## config.mk

```make
export PLATFORM = sky130hd
export DESIGN_NAME = ex_add128_seq
export DESIGN_NICKNAME = d
export VERILOG_FILES = /design/src/rtl/ex_add128_seq.sv
export SDC_FILE = /design/constraint.sdc
export NUM_CORES = 1
export LEC_CHECK = 0
export CORE_MARGIN = 2
export CORE_UTILIZATION = 55
export CTS_BUF_LIST = sky130_fd_sc_hd__clkbuf_4
export DETAILED_ROUTE_END_ITERATION = 7
export PLACE_DENSITY = 0.86
export SLEW_MARGIN = 20
export SYNTH_ARGS = -nofsm -noshare
export SYNTH_HDL_FRONTEND = slang
export SYNTH_SLANG_ARGS = --single-unit
```

## constraint.sdc

```tcl
create_clock -name clock -period 13.06 [get_ports clock]
set_input_delay 1.306 -clock clock [delete_from_list [all_inputs] [get_ports clock]]
set_output_delay 1.306 -clock clock [all_outputs]
set_load 0.02 [all_outputs]
```

## src/rtl/ex_add128_seq.sv

```systemverilog
// Sequenced 64/128-bit add/subtract front-end for the EX carry-select adder.
// Optional signed saturating ADDS64/SUBS64 (opcodes 110/111) under `JX2_EXADD_SAT_EN.
module ex_add128_seq (
    input  logic         clock,
    input  logic         reset,
    input  logic         hold,
    input  logic         in_valid,
    output logic         in_ready,
    input  logic [2:0]   opcode,
    input  logic [127:0] valA,
    input  logic [127:0] valB,
    input  logic         carry_in,
    output logic         out_valid,
    output logic [127:0] out_val,
    output logic         out_carry,
    output logic         out_ovf,
    output logic         busy
);

    typedef enum logic {S_IDLE, S_HI} state_t;

    state_t        state_q, state_d;
    logic          out_valid_q, out_valid_d;
    logic [127:0]  out_val_q, out_val_d;
    logic          out_carry_q, out_carry_d;
    logic          out_ovf_q, out_ovf_d;
    logic [63:0]   lo_q, lo_d;
    logic          cy_q, cy_d;
    logic [63:0]   ahi_q, ahi_d;
    logic [63:0]   bhi_q, bhi_d;
    logic          sub_hi_q, sub_hi_d;

    logic          accept;
    logic          is_128;
    logic [63:0]   a_op, b_op;
    logic          c_op;
    logic [64:0]   sum;
    logic          ovf;

    assign in_ready = (state_q == S_IDLE) && !hold;
    assign accept   = in_valid && in_ready;
    assign is_128   = (opcode[2:1] == 2'b10);

    // Reset wins over hold; hold freezes the FSM.
    // NOTE: sequential state uses non-blocking assignments only; comb blocks use blocking.
    always_ff @(posedge clock) begin
        if (!reset) begin
            state_q <= S_IDLE;
        end else if (!hold) begin
            state_q <= state_d;
        end
    end

    // NOTE: every comb output gets a default first so no latch is inferred.
    always_comb begin
        state_d = state_q;
        case (state_q)
            S_IDLE:  if (accept && is_128) state_d = S_HI;
            S_HI:    state_d = S_IDLE;
            default: state_d = S_IDLE;
        endcase
    end

    // Operand formation: the high pass reuses the same 64-bit adder.
    always_comb begin
        a_op = valA[63:0];
        b_op = opcode[0] ? ~valB[63:0] : valB[63:0];
        case (opcode)
            3'b001, 3'b101, 3'b111: c_op = 1'b1;
            3'b010, 3'b011:         c_op = carry_in;
            default:                c_op = 1'b0;
        endcase
        if (state_q == S_HI) begin
            a_op = ahi_q;
            b_op = sub_hi_q ? ~bhi_q : bhi_q;
            c_op = cy_q;
        end
    end

    assign sum = {1'b0, a_op} + {1'b0, b_op} + {64'd0, c_op};
    assign ovf = (a_op[63] == b_op[63]) && (sum[63] != a_op[63]);

    always_comb begin
        out_valid_d = 1'b0;
        out_val_d   = out_val_q;
        out_carry_d = out_carry_q;
        out_ovf_d   = out_ovf_q;
        lo_d        = lo_q;
        cy_d        = cy_q;
        ahi_d       = ahi_q;
        bhi_d       = bhi_q;
        sub_hi_d    = sub_hi_q;
        if (state_q == S_HI) begin
            out_valid_d = 1'b1;
            out_val_d   = {sum[63:0], lo_q};
            out_carry_d = sum[64];
            out_ovf_d   = ovf;
        end else if (accept) begin
            case (opcode)
                3'b100, 3'b101: begin
                    lo_d     = sum[63:0];
                    cy_d     = sum[64];
                    ahi_d    = valA[127:64];
                    bhi_d    = valB[127:64];
                    sub_hi_d = opcode[0];
                end
                3'b110, 3'b111: begin
                    out_valid_d = 1'b1;
`ifdef JX2_EXADD_SAT_EN
                    // Clamp toward the sign of A: overflow always flips the result sign.
                    if (ovf) begin
                        out_val_d = {64'd0, a_op[63] ? 64'h8000_0000_0000_0000
                                                     : 64'h7FFF_FFFF_FFFF_FFFF};
                    end else begin
                        out_val_d = {64'd0, sum[63:0]};
                    end
                    out_carry_d = sum[64];
                    out_ovf_d   = ovf;
`else
                    out_val_d   = 128'd0;
                    out_carry_d = 1'b0;
                    out_ovf_d   = 1'b0;
`endif
                end
                default: begin
                    out_valid_d = 1'b1;
                    out_val_d   = {64'd0, sum[63:0]};
                    out_carry_d = sum[64];
                    out_ovf_d   = ovf;
                end
            endcase
        end
    end

    always_ff @(posedge clock) begin
        if (!reset) begin
            out_valid_q <= 1'b0;
            out_val_q   <= 128'd0;
            out_carry_q <= 1'b0;
            out_ovf_q   <= 1'b0;
            lo_q        <= 64'd0;
            cy_q        <= 1'b0;
            ahi_q       <= 64'd0;
            bhi_q       <= 64'd0;
            sub_hi_q    <= 1'b0;
        end else if (!hold) begin
            out_valid_q <= out_valid_d;
            out_val_q   <= out_val_d;
            out_carry_q <= out_carry_d;
            out_ovf_q   <= out_ovf_d;
            lo_q        <= lo_d;
            cy_q        <= cy_d;
            ahi_q       <= ahi_d;
            bhi_q       <= bhi_d;
            sub_hi_q    <= sub_hi_d;
        end
    end

    assign out_valid = out_valid_q;
    assign out_val   = out_val_q;
    assign out_carry = out_carry_q;
    assign out_ovf   = out_ovf_q;
    assign busy      = (state_q == S_HI);

endmodule

```

==> qor.yml, run 1 <==
status: "completed"
wirelength_um: 64160
cp.buffers_inverters: 2
row_count: 67
r2r_end: "out_val[63]"
firstDrtPassIters: 6
worstHoldStart: "out_carry"
worstHoldEndpoint: "out_carry"
worstSkewPairLatency_ns: 0.82
r2r_cells: 12
root_buffer: "clkbuf_4"
yosysUniqueCellTypes: 82
rrSetupSlack_ns: 7.21
die_area_um2: 35060
initial_core_util_pct: 55.49
drive_gt1_share_pct: 9.524
dp_hpwl_um: 46300
syn-cell-area_um2: 18470
slowest_delay_ns: 0.80
slew_headroom_pct: 24.84
place_congestion: 0.9666
end_kind: "flop"
hold_depth: 2
antenna_left: 0
ys_ff_latch: 326
hold_viol: 0
synth.area.top_cells: "dfxtp_1, nand2_1, a21oi_1"
groute.usage.overall_pct: 35.13
wire_per_inst_um: 19.91
post_cts_resized: 0
synthCells: 2405
synth.avg_cell_area_um2: 7.678
rsz0062_at_grt: "no"
cts_made_buffers: 86
grt_max_degree: 162
syn2layout_area_growth_pct: 26.95
total_power_w: 0.002721
synth-async-reset-ratio_pct: 0
synth_ff_type: "dfxtp_1"
grt_pass1_vias: 17980
yosys.area.top_type: "dfxtp_1"
viasPerCell: 5.962
clk_path_buf_depth: 3
final_nets: 3043
grt_pass1_wl_um: 97800
clock.fmax_mhz: 170.9
crit_chain: "buf_4 -> buf_4 -> mux2_2 -> ha_1 -> nand4_1 -> nor4_1 -> o211ai_2 -> a311oi_1 -> o21ai_1 -> a21oi_2 -> mux2i_1 -> o211ai_1"
ys_warn_count: 0
post_cts_buffers: 0
n_fill_cell: 2675
io_buffers: 396
power_density_nw_per_um2: 116.1
seq_area_frac_synth_pct: 35.34
startpoint_type: "flop"
drc_errors: 0
drt_iter0_drc: 2084
finClkSkew_ns: 0.06526
hp-class: "flop to flop"
critical-path-top-delay-family: "compound AO/OA/AOI/OAI gates"
syn-num-nets: 2734
htreeDepth: 3
setup_viol: 0
slew_violations: 0
critPathRequiredTime_ns: 13.70
fp.dieW_um: 187.2
worstSetupPathType: "flop to flop"
synth_edf_count: 0
antenna_found_initial: 3
power_leakage_nw: 8.728
core_um2: 33280
cts_sinks: 326
cts_tree: "done"
period_needed_ns: 5.852
worst_slew_pin_slew_ns: 1.127
ios: 397
worstPathArrival_ns: 6.49
r2r-start: "busy"
critPathSlowestCell: "buf_4"
synth_top_area_share_pct: 35.34
fin_tns_setup_ns: 0
vias: 19220
gr-total-overflow: 0
maxCapViolations: 0
hold_buffers: 0
path_max_fanout: 81
timing.final.crit_share_pct: 44.81
cpMostUsedCell: "buf_4"
ir_drop_v: 0.00006317
clkTransAtPathRegs_ns: 0.07
die_y_um: 187.2
[tightest hold or removal path, cell delays in order, from the launching register on]
cell     delay (ns)
dfxtp_1        0.31
nand2_1        0.05
o21ai_1        0.05
[kinds of logic (layout without fill, tap and decap cells)]
| logic type | Yosys count | after routing | share of synthesized area (%) |
|---|---|---|---|
| and+or+nand+nor | 894 | 894 | 20.64 |
| other | 0 | 3 | 0 |
| muxes | 73 | 73 | 4.397 |
| buffers and inverters | 208 | 575 | 4.418 |
| adders and majority gates | 65 | 65 | 4.485 |
| DFF | 326 | 326 | 35.34 |
| AOI/OAI and AO/OA | 656 | 656 | 22.04 |
| xor gates and xnor gates | 183 | 183 | 8.679 |
[sequential cells by signal, indices dropped and copies added, names as in the netlist, 64 cells and up]
signal / count
out_val: 128
ahi_q: 64
bhi_q: 64
lo_q: 64
[area by class of cell]
class,instances,area [um2],share of cell area [%]
clock buffer,124,930.9,3.971
inverter,17,71.32,0.3042
multi-input combinational,1871,11150,47.58
antenna,3,7.507,0.03202
sequential,326,6534,27.87
tap,448,560.5,2.391
clock inverter,22,108.9,0.4643
timing repair buffer,412,4076,17.39
[metal layers]
layer	wire length, um	track usage, %	part of all wire, %
met1	27300	48.62	43
met4	1870	13.19	2.9
met5	0	0	0
met2	28060	53.53	44
met3	6931	7.824	11
[placed cells by master, fill, tap and decap left out, drive strengths merged, types with 8 or more instances in the layout]
cell type and count:
inv 20, clkinv 17, a211oi 9, ha 63
clkbuf 124, o21a 12, and3 23, a22o 33
clkdlybuf4s50 394, o31ai 9, nand3 82, nand4 33
a22oi 23, xor2 87, o21bai 17, a21o 25
a21oi 290, a31oi 55, xnor2 96, or3 8
buf 18, nor2 106, a31o 10, mux2i 8
nand2 582, mux2 65, o211ai 8, o21ai 127
dfxtp 326, nor3 19
[stage by stage]
step / area (um2) / setup WS (ns) / hold slack (ns) / util [%] / std cells
after global placement: 22400 / 7.338 / 0.4374 / 67.30 / 3074
after floorplan: 18470 / 7.770 / 0.4329 / - / 2405
after detailed placement: 22400 / 7.230 / 0.4439 / 67.30 / 3074
final: 23440 / 7.208 / 0.4506 / 70.44 / 3223
after CTS: 23440 / 7.398 / 0.4510 / 70.42 / 3220
after global routing: 23440 / 7.092 / 0.4695 / 70.44 / 3223
[worst max-delay path by stage]
stage	slack (ns)	end	from	cells after the start
6_report	7.21	out_val[63]	busy	12
5_1_grt	7.09	out_val[63]	busy	12
4_1_cts	7.40	out_val[63]	busy	12
3_5_place_dp	7.23	out_val[63]	opcode[0]	14
3_3_place_gp	7.34	out_val[63]	opcode[0]	14
2_1_floorplan	7.77	lo_q[50]	opcode[0]	16
[where the power goes]
part / switching (W) / internal, W / leakage (nW) / total (W)
clock: 0.000438 / 0.000436 / 0.620 / 0.000875
sequential: 0.0000245 / 0.00103 / 2.64 / 0.00105
combinational: 0.000491 / 0.000303 / 5.47 / 0.000795
[cells in the mapped netlist, types with 25 or more instances]
master,number
nand2_1,579
dfxtp_1,326
a21oi_1,287
clkbuf_1,155
o21ai_0,121
nor2_1,105
xnor2_1,96
xor2_1,87
nand3_1,81
mux2_2,65
ha_1,63
a31oi_1,50
a22o_1,33
nand4_1,33
a21o_1,25
(Power assumes the default switching activity.)
==> run 2: changes to the inputs <==
--- a/config.mk
+++ b/config.mk
@@ -6,10 +6,10 @@
 export NUM_CORES = 1
 export LEC_CHECK = 0
 export CORE_MARGIN = 2
-export CORE_UTILIZATION = 55
+export CORE_UTILIZATION = 48
 export CTS_BUF_LIST = sky130_fd_sc_hd__clkbuf_4
 export DETAILED_ROUTE_END_ITERATION = 7
-export PLACE_DENSITY = 0.86
+export PLACE_DENSITY = 0.79
 export SLEW_MARGIN = 20
 export SYNTH_ARGS = -nofsm -noshare
 export SYNTH_HDL_FRONTEND = slang
==> constraint.sdc (replaced) <==
create_clock -name clock -period 5.2 [get_ports clock]
set_input_delay 0.52 -clock clock [delete_from_list [all_inputs] [get_ports clock]]
set_output_delay 0.52 -clock clock [all_outputs]
set_load 0.02 [all_outputs]
==> qor.yml, run 2 (synthesized netlist as in run 1, its figures left out) <==
startpoint_type: "flop"
slew_headroom_pct: 32.12
ios: 397
power_leakage_nw: 8.861
clock.fmax_mhz: 215.6
worstSetupPathType: "flop to flop"
fin_tns_setup_ns: 0
r2r-start: "busy"
cts_tree: "done"
drc_errors: 0
slew_violations: 0
worst_slack_ns: 0.5611
cts_made_buffers: 87
post_cts_buffers: 0
period_needed_ns: 4.639
grt_pass1_wl_um: 98440
post_cts_resized: 0
initial_core_util_pct: 48.91
ir_drop_v: 0.0001519
hp-class: "input port to flop"
clkTransAtPathRegs_ns: 0.07
viasPerCell: 5.734
r2r_cells: 11
groute.usage.overall_pct: 30.76
largest_reg_flops: 128
final_nets: 3057
rsz0062_at_grt: "no"
mostFrequentLayoutCell: "nand2_1"
hold_viol: 0
crit_start: "busy"
mostFrequentLayoutCells: "nand2_1, clkdlybuf4s50_1, dfxtp_1"
cts_sinks: 326
place_congestion: 0.9454
status: "completed"
end_kind: "flop"
critPathRequiredTime_ns: 5.79
wirelength_um: 64380
grt_max_degree: 154
power_density_nw_per_um2: 292.0
fp.dieW_um: 200.1
timing.final.crit_share_pct: 89.21
firstDrtPassIters: 6
antenna_left: 0
worst_slew_pin_slew_ns: 1.017
grt_pass1_vias: 17860
htreeDepth: 3
core_um2: 37760
syn2layout_area_growth_pct: 28.82
wire_per_inst_um: 19.46
rrSetupSlack_ns: 0.56
clk_path_buf_depth: 3
vias: 18970
antenna_found_initial: 7
worstPathArrival_ns: 5.23
io_buffers: 396
gr-total-overflow: 0
drive_gt1_share_pct: 9.921
die_area_um2: 40060
pre_cts_ws_ns: 0.1891
hold_buffers: 0
die_y_um: 200.1
worstSkewPairLatency_ns: 0.75
maxCapViolations: 0
drt_iter0_drc: 1813
row_count: 71
setup_viol: 0
root_buffer: "clkbuf_4"
finClkSkew_ns: 0.05279
crit_end: "out_val[63]"
dp_hpwl_um: 47690
path_max_fanout: 91
hold_depth: 3
n_fill_cell: 3338
r2r_end: "out_val[63]"
-- run 2: cell count changes in the layout (fill, tap and decap cells not counted) --
cell / delta
inv_6: -2
buf_4: +6
buf_12: +6
clkinv_1: +7
clkinvlp_4: -1
diode_2: +3
buf_16: +1
clkinv_2: +1
bufinv_16: +2
-- run 2: critical path: stages (launching register included) --
cell	delay, ns
dfxtp_4	0.69
buf_12	0.37
o21ai_0	0.32
ha_1	0.54
nand4_1	0.27
nor4_1	0.40
o211ai_2	0.16
a311oi_1	0.63
o21ai_1	0.25
a21oi_2	0.42
mux2i_1	0.25
o211ai_1	0.11
-- run 2: area by class of cell --
cell class	instances	area, um2	area share (%)
Multi-Input combinational cell	1871	11150	46.89
Sequential cell	326	6534	27.47
Timing Repair Buffer	425	4269	17.95
Clock buffer	124	930.9	3.913
Tap cell	511	639.4	2.688
Clock inverter	29	175.2	0.7363
Inverter	17	71.32	0.2998
Antenna cell	6	15.01	0.06311
-- run 2: how the worst min path moves through the flow --
stage,startpoint,slack (ns),endpoint
after floorplan,ahi_q[0],0.43,ahi_q[0]
after detailed placement,ahi_q[2],0.44,ahi_q[2]
final,valB[78],0.31,bhi_q[14]
after global routing,valA[122],0.27,ahi_q[58]
after global placement,ahi_q[39],0.44,ahi_q[39]
after CTS,valA[96],0.24,ahi_q[32]
-- run 2: stage by stage --
stage	power [W]	hold slack, ns	std cells	utilization, %	cell area, um2
finish	0.006947	0.3108	3309	63.01	23790
global route	0.007265	0.2747	3308	63.00	23790
CTS	0.006928	0.2412	3302	62.90	23750
detailed placement	0.004647	0.4433	3149	59.97	22640
global placement	0.004618	0.4379	3149	59.97	22640
floorplan	0.003874	0.4329	2405	-	18470
-- run 2: layer usage --
layer	part of all wire, %	wire length (um)	vias to the layer above	GRT usage (%)
met1	44	28080	8923	42.48
met3	9.2	5900	124	6.736
li1	-	-	9053	-
met5	0.028	18	-	0
met4	3.2	2042	2	12.53
met2	44	28340	872	46.49
-- run 2: report_power, final --
| part | switching [W] | internal, W |
|---|---|---|
| registers | 0.0000608 | 0.00258 |
| clock network | 0.00110 | 0.00120 |
| logic | 0.00123 | 0.000775 |
